[config.mk]
export PLATFORM = sky130hd
export DESIGN_NAME = rb_write_ctrl
export DESIGN_NICKNAME = d
export VERILOG_FILES = /design/src/rtl/rb_pkg.sv /design/src/rtl/rb_credit_counter.sv /design/src/rtl/rb_write_ctrl.sv
export SDC_FILE = /design/constraint.sdc
export NUM_CORES = 1
export LEC_CHECK = 0
export ABC_AREA = 1
export ABC_CLOCK_PERIOD_IN_PS = 1800
export BUFFER_PORTS_ARGS = -buffer_cell sky130_fd_sc_hd__buf_2
export CORE_MARGIN = 1.5
export CORE_UTILIZATION = 40
export CTS_CLUSTER_SIZE = 25
export DETAILED_ROUTE_END_ITERATION = 7
export PLACE_DENSITY = 0.69
export SYNTH_ARGS = -nofsm -noshare
export SYNTH_HDL_FRONTEND = slang
export SYNTH_SLANG_ARGS = --single-unit
[constraint.sdc]
create_clock -name clk -period 1.8 [get_ports clk]
set_input_delay 0.36 -clock clk [delete_from_list [all_inputs] [get_ports clk]]
set_output_delay 0.36 -clock clk [all_outputs]
set_load 0.005 [all_outputs]
[src/rtl/rb_pkg.sv]
`default_nettype none
// ============================================================================
// Module      : rb_pkg
// Description : Shared constants and state encoding for the row-buffer
//               write/read path (write controller, control unit, read
//               address generator).
// Revision    : 1.0 - initial release
// ============================================================================
package rb_pkg;

  // Default geometry: square image, IMAGE_WIDTH pixels per row and per frame
  localparam int IMAGE_WIDTH_DEF = 256;
  localparam int RB_COUNT_DEF    = 8;
  localparam int DATA_W_DEF      = 8;

  // Derived widths for the default geometry
  localparam int COL_W_DEF = $clog2(IMAGE_WIDTH_DEF);
  localparam int RB_W_DEF  = $clog2(RB_COUNT_DEF);

  // Write-side frame sequencing states
  typedef enum logic [1:0] {
    IDLE  = 2'd0,
    WRITE = 2'd1,
    STALL = 2'd2,
    DONE  = 2'd3
  } state_t;

endpackage
`default_nettype wire

[src/rtl/rb_credit_counter.sv]
`default_nettype none
// ============================================================================
// Module      : rb_credit_counter
// Description : Free-row credit counter. Starts full, decrements on row
//               completion, increments on row release, saturates at both
//               ends and raises a sticky error on a release while full.
// Revision    : 1.0 - initial release
// ============================================================================
module rb_credit_counter #(
  parameter int MAX = 8,
  parameter int CW  = $clog2(MAX + 1)
) (
  input  logic          clk,
  input  logic          rst,
  input  logic          dec,
  input  logic          inc,
  output logic [CW-1:0] credits,
  output logic          err
);

  localparam logic [CW-1:0] FULL = CW'(MAX);

  // Credit bookkeeping: simultaneous inc/dec cancel; overflow flags err
  always_ff @(posedge clk or posedge rst) begin
    if (rst) begin
      credits <= FULL;
      err     <= 1'b0;
    end else if (inc && !dec) begin
      if (credits == FULL) begin
        err <= 1'b1;
      end else begin
        credits <= credits + 1'b1;
      end
    end else if (dec && !inc) begin
      if (credits != '0) begin
        credits <= credits - 1'b1;
      end
    end
  end

endmodule
`default_nettype wire

[src/rtl/rb_write_ctrl.sv]
`default_nettype none
// ============================================================================
// Module      : rb_write_ctrl
// Description : Row-buffer write stage. Places accepted pixels into the
//               current row buffer, rotates buffers per row, honours free-row
//               credits from the read side and signals frame fill/done.
// Revision    : 1.0 - initial release
// ============================================================================
module rb_write_ctrl
  import rb_pkg::*;
#(
  parameter int IMAGE_WIDTH = IMAGE_WIDTH_DEF,
  parameter int RB_COUNT    = RB_COUNT_DEF,
  parameter int DATA_W      = DATA_W_DEF
) (
  input  logic                           clk,
  input  logic                           rst,
  input  logic                           en_W,
  input  logic                           pix_valid,
  input  logic [DATA_W-1:0]              pix_data,
  output logic                           pix_ready,
  input  logic                           row_release,
  output logic [RB_COUNT-1:0]            wr_en,
  output logic [$clog2(IMAGE_WIDTH)-1:0] wr_addr,
  output logic [DATA_W-1:0]              wr_data,
  output logic [$clog2(RB_COUNT)-1:0]    wr_rb_sel,
  output logic                           W_frame_filled,
  output logic                           frame_done,
  output logic [$clog2(IMAGE_WIDTH):0]   row_cnt,
  output logic                           credit_err
);

  localparam int COL_W = $clog2(IMAGE_WIDTH);
  localparam int RB_W  = $clog2(RB_COUNT);
  localparam int RC_W  = COL_W + 1;
  localparam int CR_W  = $clog2(RB_COUNT + 1);

  localparam logic [COL_W-1:0] COL_LAST  = COL_W'(IMAGE_WIDTH - 1);
  localparam logic [RB_W-1:0]  RB_LAST   = RB_W'(RB_COUNT - 1);
  localparam logic [RC_W-1:0]  ROW_FINAL = RC_W'(IMAGE_WIDTH - 1);
  localparam logic [RC_W-1:0]  ROW_FILL  = RC_W'(RB_COUNT - 1);
  localparam logic [RC_W-1:0]  ROW_MAX   = RC_W'(IMAGE_WIDTH);
  localparam logic [CR_W-1:0]  CR_ONE    = CR_W'(1);

  state_t            state;
  logic [COL_W-1:0]  col;
  logic [RB_W-1:0]   rb;
  logic              filled_flag;
  logic [CR_W-1:0]   credits;
  logic              accept;
  logic              last_col;
  logic              row_done;
  logic              final_row;
  logic              credits_run_out;

  assign pix_ready       = (state == WRITE) && en_W && (credits != '0);
  assign accept          = pix_valid && pix_ready;
  assign last_col        = (col == COL_LAST);
  assign row_done        = accept && last_col;
  assign final_row       = (row_cnt == ROW_FINAL);
  // The row finishing now consumes the last credit and nothing comes back
  assign credits_run_out = (credits == CR_ONE) && !row_release;

  rb_credit_counter #(
    .MAX (RB_COUNT),
    .CW  (CR_W)
  ) u_credit (
    .clk     (clk),
    .rst     (rst),
    .dec     (row_done),
    .inc     (row_release),
    .credits (credits),
    .err     (credit_err)
  );

  // Registered BRAM write port: one-cycle strobe per accepted pixel
  always_ff @(posedge clk or posedge rst) begin
    if (rst) begin
      wr_en     <= '0;
      wr_addr   <= '0;
      wr_data   <= '0;
      wr_rb_sel <= '0;
    end else begin
      wr_en <= '0;
      if (accept) begin
        wr_en     <= RB_COUNT'(1) << rb;
        wr_addr   <= col;
        wr_data   <= pix_data;
        wr_rb_sel <= rb;
      end
    end
  end

  // Frame sequencing, position counters and fill/done flags
  always_ff @(posedge clk or posedge rst) begin
    if (rst) begin
      state          <= IDLE;
      col            <= '0;
      rb             <= '0;
      row_cnt        <= '0;
      filled_flag    <= 1'b0;
      frame_done     <= 1'b0;
      W_frame_filled <= 1'b0;
    end else begin
      W_frame_filled <= 1'b0;

      if (accept) begin
        if (last_col) begin
          col <= '0;
          rb  <= (rb == RB_LAST) ? '0 : rb + 1'b1;
          if (row_cnt != ROW_MAX) begin
            row_cnt <= row_cnt + 1'b1;
          end
          // Row RB_COUNT-1 completing means every buffer holds a row
          if ((row_cnt == ROW_FILL) && !filled_flag) begin
            W_frame_filled <= 1'b1;
            filled_flag    <= 1'b1;
          end
          if (final_row) begin
            frame_done <= 1'b1;
          end
        end else begin
          col <= col + 1'b1;
        end
      end

      case (state)
        IDLE: begin
          if (en_W) state <= WRITE;
        end
        WRITE: begin
          if (row_done) begin
            if (final_row) begin
              state <= DONE;
            end else if (credits_run_out) begin
              state <= STALL;
            end
          end
        end
        STALL: begin
          if (credits != '0) state <= WRITE;
        end
        DONE: begin
          if (!en_W) begin
            state       <= IDLE;
            col         <= '0;
            rb          <= '0;
            row_cnt     <= '0;
            filled_flag <= 1'b0;
            frame_done  <= 1'b0;
          end
        end
        default: state <= IDLE;
      endcase
    end
  end

endmodule
`default_nettype wire

* After elaboration in Yosys (flattened, before gate mapping)
Index checks and enable logic that the tools add are counted.
** Operators by class
- $add $sub $neg :: 5
- Equality and inequality tests :: 16
- Shifts and indexed selects :: 1
- Multiplexer cells :: 39
- Reductions and logical operators :: 18
** Operators with widths (number)
- $mux 9 :: 5
- $mux 8 :: 5
- $mux 4 :: 4
- $mux 3 :: 5
- $mux 1 :: 13
- $mux 2 :: 6
- $add 9x1->9 const B :: 1
- $eq 9x3->1 const B :: 1
- $eq 9x8->1 const B :: 1
- $ne 9x9->1 const B :: 1
- $add 8x1->8 const B :: 1
- $eq 8x8->1 const B :: 1
- $logic_and 1x1->1 :: 8
- $ne 2x2->1 const B :: 4
- $pmux 2 s4 :: 1
- $shl 1x3->8 const A :: 1
- $reduce_and 5->1 :: 1
- $add 4x1->4 const B :: 1
- $eq 2x2->1 const B :: 2
- $eq 4x1->1 const B :: 1
- $eq 4x4->1 const B :: 1
- $reduce_bool 2->1 :: 2
- $reduce_bool 4->1 :: 1
- $sub 4x1->4 const B :: 1
- other kinds (9) :: 11
** Storage, ports and cells
- Flip-flop bits (word level) :: 57
- Word-level logic and storage cells :: 92

* Logic depth before layout (Yosys ltp)
- Depth after elaboration :: 9
- Gate-level depth with buffers :: 13
- Depth with buffers taken out :: 13

* Modules after synthesis
Synthesis repeated with hierarchy kept, for this count alone.
** Second synthesis, totals
- Cell total of the unflattened synthesis :: 354
- Area, all modules :: 2854.0 um^2
** By module, submodules not included
- rb_write_ctrl :: instances 1, cells an instance 307, area an instance 2506.2 um^2, sequential area each 1301.2 um^2
- rb_credit_counter :: instances 1, cells an instance 47, area an instance 347.8 um^2, sequential area each 126.4 um^2

* Worst setup path before layout
No wires, ideal clock.
- Path kind :: register to register
- From :: reg row_cnt[0]
- To :: reg state[0]
- Data arrival time :: 1.489 ns
- Path slack :: 0.194 ns
- Stages on the path, launching flop included :: 14
- Path buffers :: 0
- Period minus slack after synthesis :: 1.606 ns
- Cell sequence :: dfrtp_1 > ha_1 > nand2_1 > inv_1 > nand3_1 > nor3_1 > ha_1 > inv_1 > o21ai_0 > nand2_1 > nand2_1 > nand2_1 > nand2_1 > nand2_1
** Between the ends
- Word-level cells in the longest chain between the ends :: 4
- Elaborated cells on any way between the ends :: 6
- Those cells by class :: eq/ne: 2; mux: 3; reduce/logical: 1
** RTL lines
- start: declaration :: RTL line rb_write_ctrl.sv:29 : output logic [$clog2(IMAGE_WIDTH):0] row_cnt,
- start signal: assignment :: RTL line rb_write_ctrl.sv:112 : row_cnt <= row_cnt + 1'b1;
- $eq 9x8->1 * :: RTL line rb_write_ctrl.sv:60 : assign final_row = (row_cnt == ROW_FINAL);
- $mux 2 :: RTL line rb_write_ctrl.sv:133 : if (final_row) begin
- $mux 2 :: RTL line rb_write_ctrl.sv:132 : if (row_done) begin
- $pmux 2 s4 :: RTL line rb_write_ctrl.sv:127 : case (state)
- end signal: assignment :: RTL line rb_write_ctrl.sv:129 : if (en_W) state <= WRITE;
- end signal: assignment :: RTL line rb_write_ctrl.sv:134 : state <= DONE;
- end signal: assignment :: RTL line rb_write_ctrl.sv:136 : state <= STALL;
- end: declaration :: RTL line rb_write_ctrl.sv:45 : state_t state;
Every way passes the cells marked *; elsewhere a longest branch is shown, timed or not. The select of a mux whose other input is x is not followed.
A chain may end at the register's enable or synchronous reset.

* Worst setup path in the final report
- From :: reg row_cnt[1]
- To :: reg state[0]
Same word-level chain as after synthesis.

==> impl_metrics.yaml <==
global_routing:
  antenna_found_initial: 0
  grt_pass1_wl_microns: 10900
  track_usage: 0.180
  grt_pass1_vias: 2444
  grt_start_max_net_pins: 31
  grt_overflow: 0
synthesis:
  ys_seq_area_frac: 0.480
  synth_cell_types: 31
  synth-edff-count: 0
  synthCells: 361
  yosysMostFrequentCell: "nand2_1"
  synth_area_sq_um: 2970
  yosysWarnings: 0
  synth.avg_cell_area_sq_um: 8.24
  synth_top_cell_area_share: 0.471
  synth_fp_nets: 388
  ys_seq_elements: 57
  yosys-top-cells-area: "dfrtp_1, nand2_1, ha_1"
  synth_flop_cell: "dfrtp_1"
  synthTopCellsByCount: "nand2_1, dfrtp_1, inv_1"
  synthArstFlopShare: 1.00
  yosysTopAreaCell: "dfrtp_1"
floorplan:
  core_sq_um: 7210
  rows: 31
  die_x_microns: 89.2
  dieArea_sq_um: 7960
  io_pins: 53
  initial_core_util: 0.412
  die_h_microns: 89.2
critical_path:
  worst_ep_arrival_time_ns: 1.98
  end_kind: "register"
  crit_type: "reg2reg"
  path_max_fanout: 3
  required_ns: 2.04
  critPathLaunchType: "register"
power:
  power_switching_w: 0.00152
  power.share.switching: 0.339
  power_frac_seq: 0.394
  pwr-share-comb: 0.304
  p_leak_nw: 2.06
  p_total_w: 0.00450
  power.density_nw_per_um2: 1180
  p_int_w: 0.00297
  vdd_drop_max_uv: 808
  power_frac_clock: 0.302
sta:
  max_freq_mhz: 575
  rsz0062_at_grt: "true"
  finalHoldViolations: 0
  whs_ns: 0.0723
  drv_slew: 0
  fin_crit_sh: 0.965
  relSlewSlack: 0.749
  worst_pin_slew_ns: 0.377
  final.min_clock_period_ns: 1.74
  setup_viol: 0
  clock_skew_ns: 0.00960
detailed_routing:
  avgViaCountPerCell: 4.77
  post_drt_wl_per_cell_microns: 12.1
  ant_nets: 0
  num_vias: 2630
  drt-initial-drc-count: 90
  first_pass_iters: 4
  wl_microns: 6640
  drc_errors: 0
clock_tree:
  htreeDepth: 3
  clockBufferDepth: 2
  postCtsHoldBufs: 0
  clkTransAtPathRegs_ns: 0.08
  cts_tree: "built"
  cts_root_buf: "clkbuf_8"
  clk_latency_ns: 0.34
  cts.sinks: 57
  cts_buffers: 9
layout:
  fillers: 702
  drive_above_1_share: 0.305
  final_cells: 551
  utilization: 0.526
  syn2layout_area_growth_pct: 27.6
  nNetsFinal: 474
  num_antenna_cells: 0
  stdcell_area_sq_um: 3790
hold_path:
  worstHoldPathType: "in2async"
placement:
  numPortBuffers: 52
  placed_area_sq_um: 3460
  gp_congestion: 0.903
  hpwl_microns: 4840
  place_inst: 525
run:
  max_cap_violations: 0
outcome:
  outcome: "finished, final reports clean"
-- state kept, by name, indices dropped and copies added, names as in the netlist --
| name | count |
|---|---|
| state | 2 |
| W_frame_filled | 1 |
| rb | 3 |
| wr_addr | 8 |
| u_credit.credits | 4 |
| wr_rb_sel | 3 |
| frame_done | 1 |
| u_credit.err | 1 |
| wr_data | 8 |
| row_cnt | 9 |
| wr_en | 8 |
| filled_flag | 1 |
| col | 8 |
-- repair_timing --
item,4_1_cts,5_1_grt
endpoints found under the setup margin,0,22
gates resized for setup,0,12
setup buffers,0,10
-- cells in the final DEF (no fill, tap or decap), drive strengths merged --
cell / synthesis / layout
nand2: 111 / 111
buf: 6 / 82
dfrtp: 56 / 56
inv: 48 / 50
nor2: 41 / 41
nand3: 31 / 31
o21ai: 20 / 20
ha: 14 / 14
a21oi: 12 / 12
clkbuf: 1 / 9
xor2: 5 / 5
nand4: 3 / 3
nor3: 3 / 3
a22oi: 3 / 3
o21bai: 2 / 2
clkinv: 0 / 2
bufinv: 0 / 2
a211oi: 2 / 2
o21a: 1 / 1
o211ai: 1 / 1
clkinvlp: 0 / 1
dfstp: 1 / 1
-- metrics by stage --
stage               TNS, ns  worst slack (ns)
floorplan                 0            0.0420
global placement          0             0.162
detailed placement        0            0.0520
CTS                       0           0.00476
global route         -0.124           -0.0648
finish                    0            0.0624
-- layout make-up --
type / instances / area, sq um / area share
Inverter: 48 / 180 / 0.0475
Timing Repair Buffer: 82 / 498 / 0.131
Sequential cell: 57 / 1430 / 0.376
Tap cell: 99 / 124 / 0.0327
Clock inverter: 7 / 103 / 0.0270
Clock buffer: 9 / 124 / 0.0327
Multi-Input combinational cell: 249 / 1340 / 0.353
-- layer usage --
| metal | global-route usage | share of wire | vias up |
|---|---|---|---|
| li1 | - | - | 1313 |
| met1 | 0.221 | 0.46 | 1228 |
| met3 | 0.0591 | 0.061 | 11 |
| met5 | 0 | 0 | - |
| met4 | 0.0615 | 0.016 | 0 |
| met2 | 0.298 | 0.47 | 78 |
-- path summary, 6_finish.rpt --
check	from	endpoint	slack, ns	depth (start not counted)
hold reg to reg	filled_flag$_DFF_PP0_	W_frame_filled$_DFF_PP0_	0.43	1
min in group clk	pix_data[3]	wr_data[3]$_DFFE_PP0N_	0.22	3
setup / recovery	row_cnt[1]$_DFF_PP0_	state[0]$_DFFE_PP0P_	0.06	13
hold / removal	rst	wr_data[4]$_DFFE_PP0N_	0.07	3
setup reg to reg	row_cnt[1]$_DFF_PP0_	state[0]$_DFFE_PP0P_	0.06	13
max in group asynchronous	rst	u_credit.credits[3]$_DFFE_PP1P_	1.39	3
-- worst max-delay path, stage by stage, from the launching register on --
cell and delay, ns:
dfrtp_1 0.39, ha_2 0.20, nand2_2 0.06, inv_2 0.07, nand3_2 0.08, nor3_2 0.20
ha_2 0.20, inv_2 0.04, o21ai_1 0.07, nand2_1 0.08, nand2_1 0.08, nand2_1 0.05
nand2_1 0.07, nand2_1 0.04
-- power by group through the flow --
stage	Clock (W)	Combinational, W	Sequential [W]
2_1_floorplan	0	0.000796	0.00181
5_1_grt	0.00147	0.00158	0.00181
3_5_place_dp	0	0.00131	0.00180
3_3_place_gp	0	0.00127	0.00177
4_1_cts	0.00140	0.00132	0.00177
6_report	0.00136	0.00137	0.00177
-- cells by family after synthesis --
| logic type | share of synthesized area |
|---|---|
| AO/OA/AOI/OAI | 0.0783 |
| XOR/XNOR | 0.0147 |
| adder cells (fa/ha/maj) | 0.0589 |
| buffers and inverters | 0.0791 |
| flip-flops | 0.480 |
| AND/OR/NAND/NOR | 0.289 |
(Power assumes the default switching activity.)
